File: src/rtl/dmem_ctrl.sv
// rtl/dmem_ctrl.sv - data-memory controller: core MEM-stage port plus debug/loader port onto one synchronous RAM
//
// Ports:
//   i_clk, i_rst_n           clock (rising edge), asynchronous active-low reset
//   i_core_*                 core request: req, we, size (0 byte/1 half/2 word), unsigned, byte addr, wdata
//   o_core_*                 core response: ready (completes this cycle), rvalid, rdata, misalign
//   o_stall                  core must hold its request (i_core_req and not o_core_ready)
//   i_dbg_*, o_dbg_*         debug/loader word-addressed port: req, we, addr, wdata / gnt, rvalid, rdata
//   o_ram_*, i_ram_rdata     RAM port; read data is valid the cycle after the address is presented
module dmem_ctrl #(
  parameter int ADDR_WIDTH = 9,
  parameter int DATA_WIDTH = 32,
  parameter int STARVE_MAX = 8
) (
  input  logic                  i_clk,
  input  logic                  i_rst_n,
  input  logic                  i_core_req,
  input  logic                  i_core_we,
  input  logic [1:0]            i_core_size,
  input  logic                  i_core_unsigned,
  input  logic [ADDR_WIDTH+1:0] i_core_addr,
  input  logic [DATA_WIDTH-1:0] i_core_wdata,
  output logic                  o_core_ready,
  output logic                  o_core_rvalid,
  output logic [DATA_WIDTH-1:0] o_core_rdata,
  output logic                  o_core_misalign,
  output logic                  o_stall,
  input  logic                  i_dbg_req,
  input  logic                  i_dbg_we,
  input  logic [ADDR_WIDTH-1:0] i_dbg_addr,
  input  logic [DATA_WIDTH-1:0] i_dbg_wdata,
  output logic                  o_dbg_gnt,
  output logic                  o_dbg_rvalid,
  output logic [DATA_WIDTH-1:0] o_dbg_rdata,
  output logic                  o_ram_we,
  output logic [ADDR_WIDTH-1:0] o_ram_addr,
  output logic [DATA_WIDTH-1:0] o_ram_wdata,
  input  logic [DATA_WIDTH-1:0] i_ram_rdata
);

  localparam int CW = (STARVE_MAX > 0) ? $clog2(STARVE_MAX + 1) : 1;
  localparam logic [CW-1:0] STARVE_LIM = CW'(STARVE_MAX);

  localparam logic [1:0] SZ_BYTE = 2'd0;
  localparam logic [1:0] SZ_HALF = 2'd1;
  localparam logic [1:0] SZ_WORD = 2'd2;

  typedef enum logic [1:0] {
    IDLE   = 2'd0,
    LOAD   = 2'd1,
    RMW    = 2'd2,
    DBG_RD = 2'd3
  } state_t;

  state_t state, next_state;
  logic [CW-1:0] starve_cnt;

  // Unqualified internal versions of the outputs; the ports below are
  // forced to zero while reset is asserted.
  logic                  ram_we;
  logic [ADDR_WIDTH-1:0] ram_addr;
  logic [DATA_WIDTH-1:0] ram_wdata;
  logic                  core_ready;
  logic                  core_rvalid;
  logic [DATA_WIDTH-1:0] core_rdata;
  logic                  core_misalign;
  logic                  dbg_gnt;
  logic                  dbg_rvalid;
  logic [DATA_WIDTH-1:0] dbg_rdata;

  logic                  misalign;
  logic                  dbg_wins;
  logic [ADDR_WIDTH-1:0] core_word_addr;
  logic [7:0]            byte_val;
  logic [15:0]           half_val;
  logic [DATA_WIDTH-1:0] load_data;
  logic [DATA_WIDTH-1:0] store_merge;

  assign core_word_addr = i_core_addr[ADDR_WIDTH+1:2];

  assign misalign = ((i_core_size == SZ_HALF) && i_core_addr[0]) ||
                    ((i_core_size == SZ_WORD) && (i_core_addr[1:0] != 2'b00)) ||
                    (i_core_size == 2'd3);

  // Core normally wins; a starved debug request takes the next IDLE slot.
  assign dbg_wins = i_dbg_req && (!i_core_req || (starve_cnt == STARVE_LIM));

  // Load extraction works on the live core inputs, which the core holds
  // stable through the LOAD cycle.
  always_comb begin
    byte_val = 8'h00;
    case (i_core_addr[1:0])
      2'd0:    byte_val = i_ram_rdata[7:0];
      2'd1:    byte_val = i_ram_rdata[15:8];
      2'd2:    byte_val = i_ram_rdata[23:16];
      default: byte_val = i_ram_rdata[31:24];
    endcase
    half_val  = i_core_addr[1] ? i_ram_rdata[31:16] : i_ram_rdata[15:0];
    load_data = i_ram_rdata;
    if (i_core_size == SZ_BYTE) begin
      load_data = i_core_unsigned ? {24'h000000, byte_val} : {{24{byte_val[7]}}, byte_val};
    end else if (i_core_size == SZ_HALF) begin
      load_data = i_core_unsigned ? {16'h0000, half_val} : {{16{half_val[15]}}, half_val};
    end
  end

  // Sub-word store: old word from RAM with only the addressed lanes replaced.
  always_comb begin
    store_merge = i_ram_rdata;
    if (i_core_size == SZ_BYTE) begin
      case (i_core_addr[1:0])
        2'd0:    store_merge[7:0]   = i_core_wdata[7:0];
        2'd1:    store_merge[15:8]  = i_core_wdata[7:0];
        2'd2:    store_merge[23:16] = i_core_wdata[7:0];
        default: store_merge[31:24] = i_core_wdata[7:0];
      endcase
    end else if (i_core_addr[1]) begin
      store_merge[31:16] = i_core_wdata[15:0];
    end else begin
      store_merge[15:0] = i_core_wdata[15:0];
    end
  end

  always_ff @(posedge i_clk or negedge i_rst_n) begin
    if (!i_rst_n) begin
      state <= IDLE;
    end else begin
      state <= next_state;
    end
  end

  always_ff @(posedge i_clk or negedge i_rst_n) begin
    if (!i_rst_n) begin
      starve_cnt <= '0;
    end else if (dbg_gnt) begin
      starve_cnt <= '0;
    end else if (i_dbg_req && (starve_cnt != STARVE_LIM)) begin
      starve_cnt <= starve_cnt + 1'b1;
    end
  end

  always_comb begin
    next_state    = state;
    ram_we        = 1'b0;
    ram_addr      = '0;
    ram_wdata     = '0;
    core_ready    = 1'b0;
    core_rvalid   = 1'b0;
    core_rdata    = '0;
    core_misalign = 1'b0;
    dbg_gnt       = 1'b0;
    dbg_rvalid    = 1'b0;
    dbg_rdata     = '0;
    case (state)
      IDLE: begin
        if (dbg_wins) begin
          dbg_gnt  = 1'b1;
          ram_addr = i_dbg_addr;
          if (i_dbg_we) begin
            ram_we    = 1'b1;
            ram_wdata = i_dbg_wdata;
          end else begin
            next_state = DBG_RD;
          end
        end else if (i_core_req) begin
          if (misalign) begin
            core_ready    = 1'b1;
            core_misalign = 1'b1;
          end else begin
            ram_addr = core_word_addr;
            if (!i_core_we) begin
              next_state = LOAD;
            end else if (i_core_size == SZ_WORD) begin
              ram_we     = 1'b1;
              ram_wdata  = i_core_wdata;
              core_ready = 1'b1;
            end else begin
              next_state = RMW;
            end
          end
        end
      end
      LOAD: begin
        core_ready  = 1'b1;
        core_rvalid = 1'b1;
        core_rdata  = load_data;
        next_state  = IDLE;
      end
      RMW: begin
        ram_we     = 1'b1;
        ram_addr   = core_word_addr;
        ram_wdata  = store_merge;
        core_ready = 1'b1;
        next_state = IDLE;
      end
      DBG_RD: begin
        dbg_rvalid = 1'b1;
        dbg_rdata  = i_ram_rdata;
        next_state = IDLE;
      end
      default: next_state = IDLE;
    endcase
  end

  // Reset forces every output low at once, even though they are combinational.
  assign o_ram_we        = i_rst_n & ram_we;
  assign o_ram_addr      = i_rst_n ? ram_addr : '0;
  assign o_ram_wdata     = i_rst_n ? ram_wdata : '0;
  assign o_core_ready    = i_rst_n & core_ready;
  assign o_core_rvalid   = i_rst_n & core_rvalid;
  assign o_core_rdata    = i_rst_n ? core_rdata : '0;
  assign o_core_misalign = i_rst_n & core_misalign;
  assign o_stall         = i_rst_n & i_core_req & ~core_ready;
  assign o_dbg_gnt       = i_rst_n & dbg_gnt;
  assign o_dbg_rvalid    = i_rst_n & dbg_rvalid;
  assign o_dbg_rdata     = i_rst_n ? dbg_rdata : '0;

endmodule

File: config.mk
export PLATFORM = sky130hd
export DESIGN_NAME = dmem_ctrl
export DESIGN_NICKNAME = d
export VERILOG_FILES = /design/src/rtl/dmem_ctrl.sv
export SDC_FILE = /design/constraint.sdc
export NUM_CORES = 1
export LEC_CHECK = 0
export BUFFER_PORTS_ARGS = -buffer_cell sky130_fd_sc_hd__buf_2
export CORE_AREA = 2 2 91 93
export DETAILED_ROUTE_END_ITERATION = 10
export DIE_AREA = 0 0 93 95
export PLACE_DENSITY = 0.75
export SLEW_MARGIN = 25
export SYNTH_ARGS = -nofsm -noshare
export SYNTH_HDL_FRONTEND = slang
export SYNTH_SLANG_ARGS = --single-unit
File: constraint.sdc
create_clock -name i_clk -period 2.81 [get_ports i_clk]
set_clock_uncertainty 0.15 [all_clocks]
set_input_delay 0.562 -clock i_clk [delete_from_list [all_inputs] [get_ports i_clk]]
set_output_delay 0.562 -clock i_clk [all_outputs]
set_load 0.005 [all_outputs]
Yosys cells after proc, flatten, opt, wreduce, memory -nomap -nowiden
Cells that the tools add are included.
{ "op_classes": {"n_addsub": 1, "eq_ne": 14, "mux": 58, "n_bitwise": 9, "reduce_logical": 17} }
{ "ops": {"columns": ["cell", "n"], "rows": [
  ["32-bit 2-to-1 mux", 16],
  ["32-bit one-hot mux with 2 select lines", 1],
  ["16-bit 2-to-1 mux", 3],
  ["9-bit 2-to-1 mux", 4],
  ["8-bit 2-to-1 mux", 4],
  ["8-bit one-hot mux with 3 select lines", 1],
  ["9-bit one-hot mux with 2 select lines", 1],
  ["1-bit 2-to-1 mux", 17],
  ["2-bit 2-to-1 mux", 6],
  ["2-bit equality test (second input constant)", 5],
  ["3-bit inequality test (second input constant)", 3],
  ["1-bit bitwise AND", 8],
  ["4-bit 2-to-1 mux", 2],
  ["4-bit inequality test (second input constant)", 2],
  ["2-bit by 1-bit equality test with 1-bit output (second input constant)", 3],
  ["2-bit zero test", 3],
  ["3-bit OR reduction", 2],
  ["4-bit by 1-bit adder with 4-bit output (second input constant)", 1],
  ["4-bit equality test (second input constant)", 1],
  ["1-bit logical AND", 4],
  ["1-bit one-hot mux with 2 select lines", 2],
  ["2-bit one-hot mux with 2 select lines", 1],
  ["4-bit AND reduction", 1],
  ["2-bit nonzero test", 2],
  ["other kinds (4)", 6]
]} }
{ "word_totals": {"reg_bits": 6, "in_bits": 125} }

Logic depth before layout (Yosys ltp)
{ "depth": {"ltp_word": 10, "mapped_depth": 8, "depth_no_buf": 6} }

Worst setup path before layout
OpenSTA, ideal clock, no wires.
{ "synth_timing": {"kind": "input-to-output", "start": "input i_core_size[1]", "end": "output o_ram_wdata[30]", "arrival_time_ps": 1739, "t_required_ps": 2098, "slack_ps": 359, "cell_stages": 6, "path_cell_list": "buf_6 buf_6 or4b_4 o21ai_2 a211oi_1 a221o_1"} }
{ "synth_via": {"elab_chain_len": 9} }
{ "synth_lines": {"columns": ["element", "line_no", "source"], "rows": [
  ["from (decl)", "19", "input logic [1:0] i_core_size,"],
  ["2-bit by 1-bit equality test with 1-bit output or 2-bit equality test (tied branches)", "81, 82, 173", null],
  ["1-bit logical AND (on tied branches)", "81, 82", null],
  ["1-bit logical OR", "81", "assign misalign = ((i_core_size == SZ_HALF) && i_core_addr[0]) ||"],
  ["1-bit logical OR", "82", "((i_core_size == SZ_WORD) && (i_core_addr[1:0] != 2'b00)) ||"],
  ["32-bit 2-to-1 mux", "166", "if (misalign) begin"],
  ["32-bit 2-to-1 mux", "165", "end else if (i_core_req) begin"],
  ["32-bit 2-to-1 mux", "156", "if (dbg_wins) begin"],
  ["32-bit one-hot mux with 2 select lines (*)", "154", "case (state)"],
  ["32-bit 2-to-1 mux (*)", "208", "assign o_ram_wdata = i_rst_n ? ram_wdata : '0;"],
  ["to (decl)", "37", "output logic [DATA_WIDTH-1:0] o_ram_wdata,"]
]} }
Mark *: on every way between the ends. The rest lies on a longest branch, timed or not.

Worst setup path after layout
{ "layout_timing": {"start": "input i_core_addr[0]", "end": "output o_core_rdata[9]"} }
{ "layout_via": {"elab_chain_len": 6} }
{ "layout_lines": {"columns": ["element", "line_no", "source"], "rows": [
  ["from (decl)", "21", "input logic [ADDR_WIDTH+1:0] i_core_addr,"],
  ["2-bit equality test, or another cell as far along", "92", "case (i_core_addr[1:0])"],
  ["8-bit one-hot mux with 3 select lines (*)", "92", null],
  ["32-bit 2-to-1 mux (*)", "101", "load_data = i_core_unsigned ? {24'h000000, byte_val} : {{24{byte_val[7]}}, byte_val};"],
  ["32-bit 2-to-1 mux (*)", "100", "if (i_core_size == SZ_BYTE) begin"],
  ["32-bit 2-to-1 mux (*)", "154", null],
  ["32-bit 2-to-1 mux (*)", "211", "assign o_core_rdata = i_rst_n ? core_rdata : '0;"],
  ["to (decl)", "25", "output logic [DATA_WIDTH-1:0] o_core_rdata,"]
]} }
Marks and branches as above.

==> impl_metrics.toml <==
[critical_path]
critical_path.top_delay_family = "multiplexers"
cpPeakStageDelay_ns = 0.51
worstPathBufferInverterCount = 3
crit_arrival_ns = 2.06
cpMostUsedCell = "buf_2"
crit_fanout = 14
path_class = "in2out"
end_kind = "primary output"
crit_chain = "buf_2 -> buf_8 -> mux4_2 -> nor2b_1 -> o21ai_2 -> nor2_1 -> buf_2"
start_kind = "input port"
slowest_stage = "mux4_2"
required_ns = 2.10

[floorplan]
core_area_mm2 = 0.00793
fp-row-count = 33
initial_core_util = 0.310
io_pins = 237
die_area_mm2 = 0.00884
die_w_um = 93
die_h_um = 95

[flow_run]
maxCapViolCount = 0

[cts]
clk_pin_slew_ns = 0.03
cts_max_level = 1
cts_sinks = 6
ctsLongestPathBuffers = 2
cts_tree = "built"
cts_made_buffers = 3
root_buffer = "clkbuf_8"
insertion_delay_ns = 0.22

[logic_synthesis]
synth_fa_ha_area_frac = 0.0357
synth.distinct_cells = 51
async_flop_share = 1.00
syn_area_per_cell_um2 = 7.42
synth.area.mux_share = 0.115
synth-main-ff-cell = "dfrtp_1"
synth_edf_count = 0
ys_warn_count = 0
yosysTopAreaCellShare = 0.0866
synth_cells = 331
synth_top_family_by_area = "compound AO/OA/AOI/OAI gates"
synth_compound_area_frac = 0.418
synth_area_leader_cell = "and3_1"
syn-num-nets = 463
synthSimpleGateAreaFrac = 0.275
ys_top_cells_by_area = "and3_1 (8.7%), mux4_2 (8.3%), a22oi_1 (7.3%), o21ai_0 (6.9%), dfrtp_1 (6.1%)"
synth_xor_area_frac = 0.00357
syn_area_mm2 = 0.00245
ys_seq_area_frac = 0.0612
synth_seq_cells = 6

[global_routing]
grt_max_degree = 34
grt_pass1_vias = 3448
grt_pass1_wl_um = 18600
antenna_found_initial = 0
grtUsageTotal = 0.268
overflow = 0

[detailed_routing]
drtIter0Drc = 260
wire_per_inst_um = 19.4
postRouteAntennaNets = 0
dr.pass1.iters = 5
routed_wirelength_um = 13000
routed_via_density = 5.74
drc_errors = 0
vias = 3840

[place]
pre_cts_slack_ns = -0.0655
place_area_mm2 = 0.00377
place.gp.congestion = 0.931
hpwl_um = 10200
io_buffers = 236

[power]
pwr_density_cell_mw_per_mm2 = 381
seq_power_share = 0.124
finalPower_mw = 1.48
ir_drop_uv = 230
power.leakage_nw = 2.35
swShare = 0.480
clkPwrFrac = 0.087
p_int_uw = 771
pwr-share-comb = 0.789
p_switching_uw = 713

[final_layout]
diodes = 0
stdcell_area_mm2 = 0.00390
final_util = 0.492
syn2layout_area_growth_pct = 58.9
drive_gt1_frac = 0.527
final_cell_mix = "buf_2 (236), and3_1 (33), o21ai_0 (29), nor2_1 (26), a22oi_1 (24)"
fin_nets = 698
final_common_cell = "buf_2"

[timing]
finalHoldViolCount = 0
max_freq_ghz = 0.361
slew_viol_final = 0
layout_setup_ws_ns = 0.0418
setup_viol = 0
finalSetupTns_ns = 0
fin_crit_sh = 0.985
fin_crit_ns = 2.77
tightest_slew_ns = 0.554
slew_headroom = 0.631

[run_status]
status = "finished, final reports clean"

[worst_hold_path]
min_path_type = "in2async"
==> worst reg2reg max path, stage by stage, from the launching register on <==
cell and delay (ns):
dfrtp_1 0.41, inv_1 0.08, ha_1 0.17, nand4b_1 0.22
o211ai_1 0.22, a21bo_2 0.27, o221a_2 0.25
==> flip-flops by register name, summed over array words and instances (netlist names) <==
signal      cells
state           2
starve_cnt      4
==> per-layer routing <==
layer	vias to the layer above	wire, µm	global-route usage
li1	1785	-	-
met1	1805	5260	0.349
met2	222	6330	0.460
met3	28	1080	0.0439
met4	0	323	0.0699
met5	-	0	0
==> power by group through the flow <==
stage / clock, mW / combinational [mW] / sequential (mW)
finish: 0.130 / 1.17 / 0.184
global route: 0.137 / 1.28 / 0.191
CTS: 0.132 / 1.14 / 0.180
detailed placement: 0 / 1.13 / 0.180
global placement: 0 / 1.11 / 0.173
floorplan: 0 / 0.621 / 0.166
==> Yosys cell counts, drive strengths merged, types with 2 or more instances <==
library cell and number:
a221o 8, a22o 10, nand3b 3, or2 2, o21a 2, o21ai 38, mux4 9, and2 3
o221a 3, o2bb2ai 7, buf 18, nor2 27, inv 11, nor4b 2, and3 34, a211oi 7
ha 7, a22oi 24, nor2b 2, or4b 7, a21boi 2, o22ai 17, mux2i 8, dfrtp 6
clkbuf 13, nand2 13, nand4 2, a21oi 4, nand4b 2, a21o 16, nor3 12
==> what timing repair did <==
action	CTS	global route
endpoints found under the hold margin	0	0
hold buffers	0	0
buffers inserted	1	3
gates resized for setup	1	17
pin swaps	0	1
cloned	0	0
endpoints found under the setup margin	25	28
==> worst paths after layout <==
| kind | startpoint | endpoint | slack, ns | cells past startpoint |
|---|---|---|---|---|
| worst min register to register | starve_cnt[0] | starve_cnt[0] | 0.41 | 1 |
| max in group asynchronous | i_rst_n | starve_cnt[3] | 2.12 | 2 |
| worst min-delay path | i_rst_n | state[0] | 0.04 | 1 |
| worst max register to register | starve_cnt[0] | state[1] | 0.93 | 6 |
| worst max-delay path | i_core_addr[0] | o_core_rdata[9] | 0.04 | 7 |
| min in group i_clk | starve_cnt[0] | starve_cnt[0] | 0.41 | 1 |
==> through the flow <==
step                hold slack [ns]  instances
floorplan                     0.116        331
global placement              0.276        662
detailed placement            0.275        662
CTS                          0.0414        666
global route                 0.0382        669
finish                       0.0417        669
==> cell type report <==
| class | count | area [µm²] |
|---|---|---|
| timing repair buffer | 261 | 1420 |
| fill | 814 | 4030 |
| sequential | 6 | 151 |
| inverter | 11 | 41.3 |
| tap | 105 | 131 |
| clock buffer | 3 | 41.3 |
| multi-input combinational | 283 | 2120 |
==> kinds of logic after synthesis <==
kind of cell,count (synthesis)
adders and majority gates,7
muxes,17
DFF,6
xor gates and xnor gates,1
AOI/OAI and AO/OA,144
buffers and inverters,42
and+or+nand+nor,114
(Power assumes the default switching activity.)
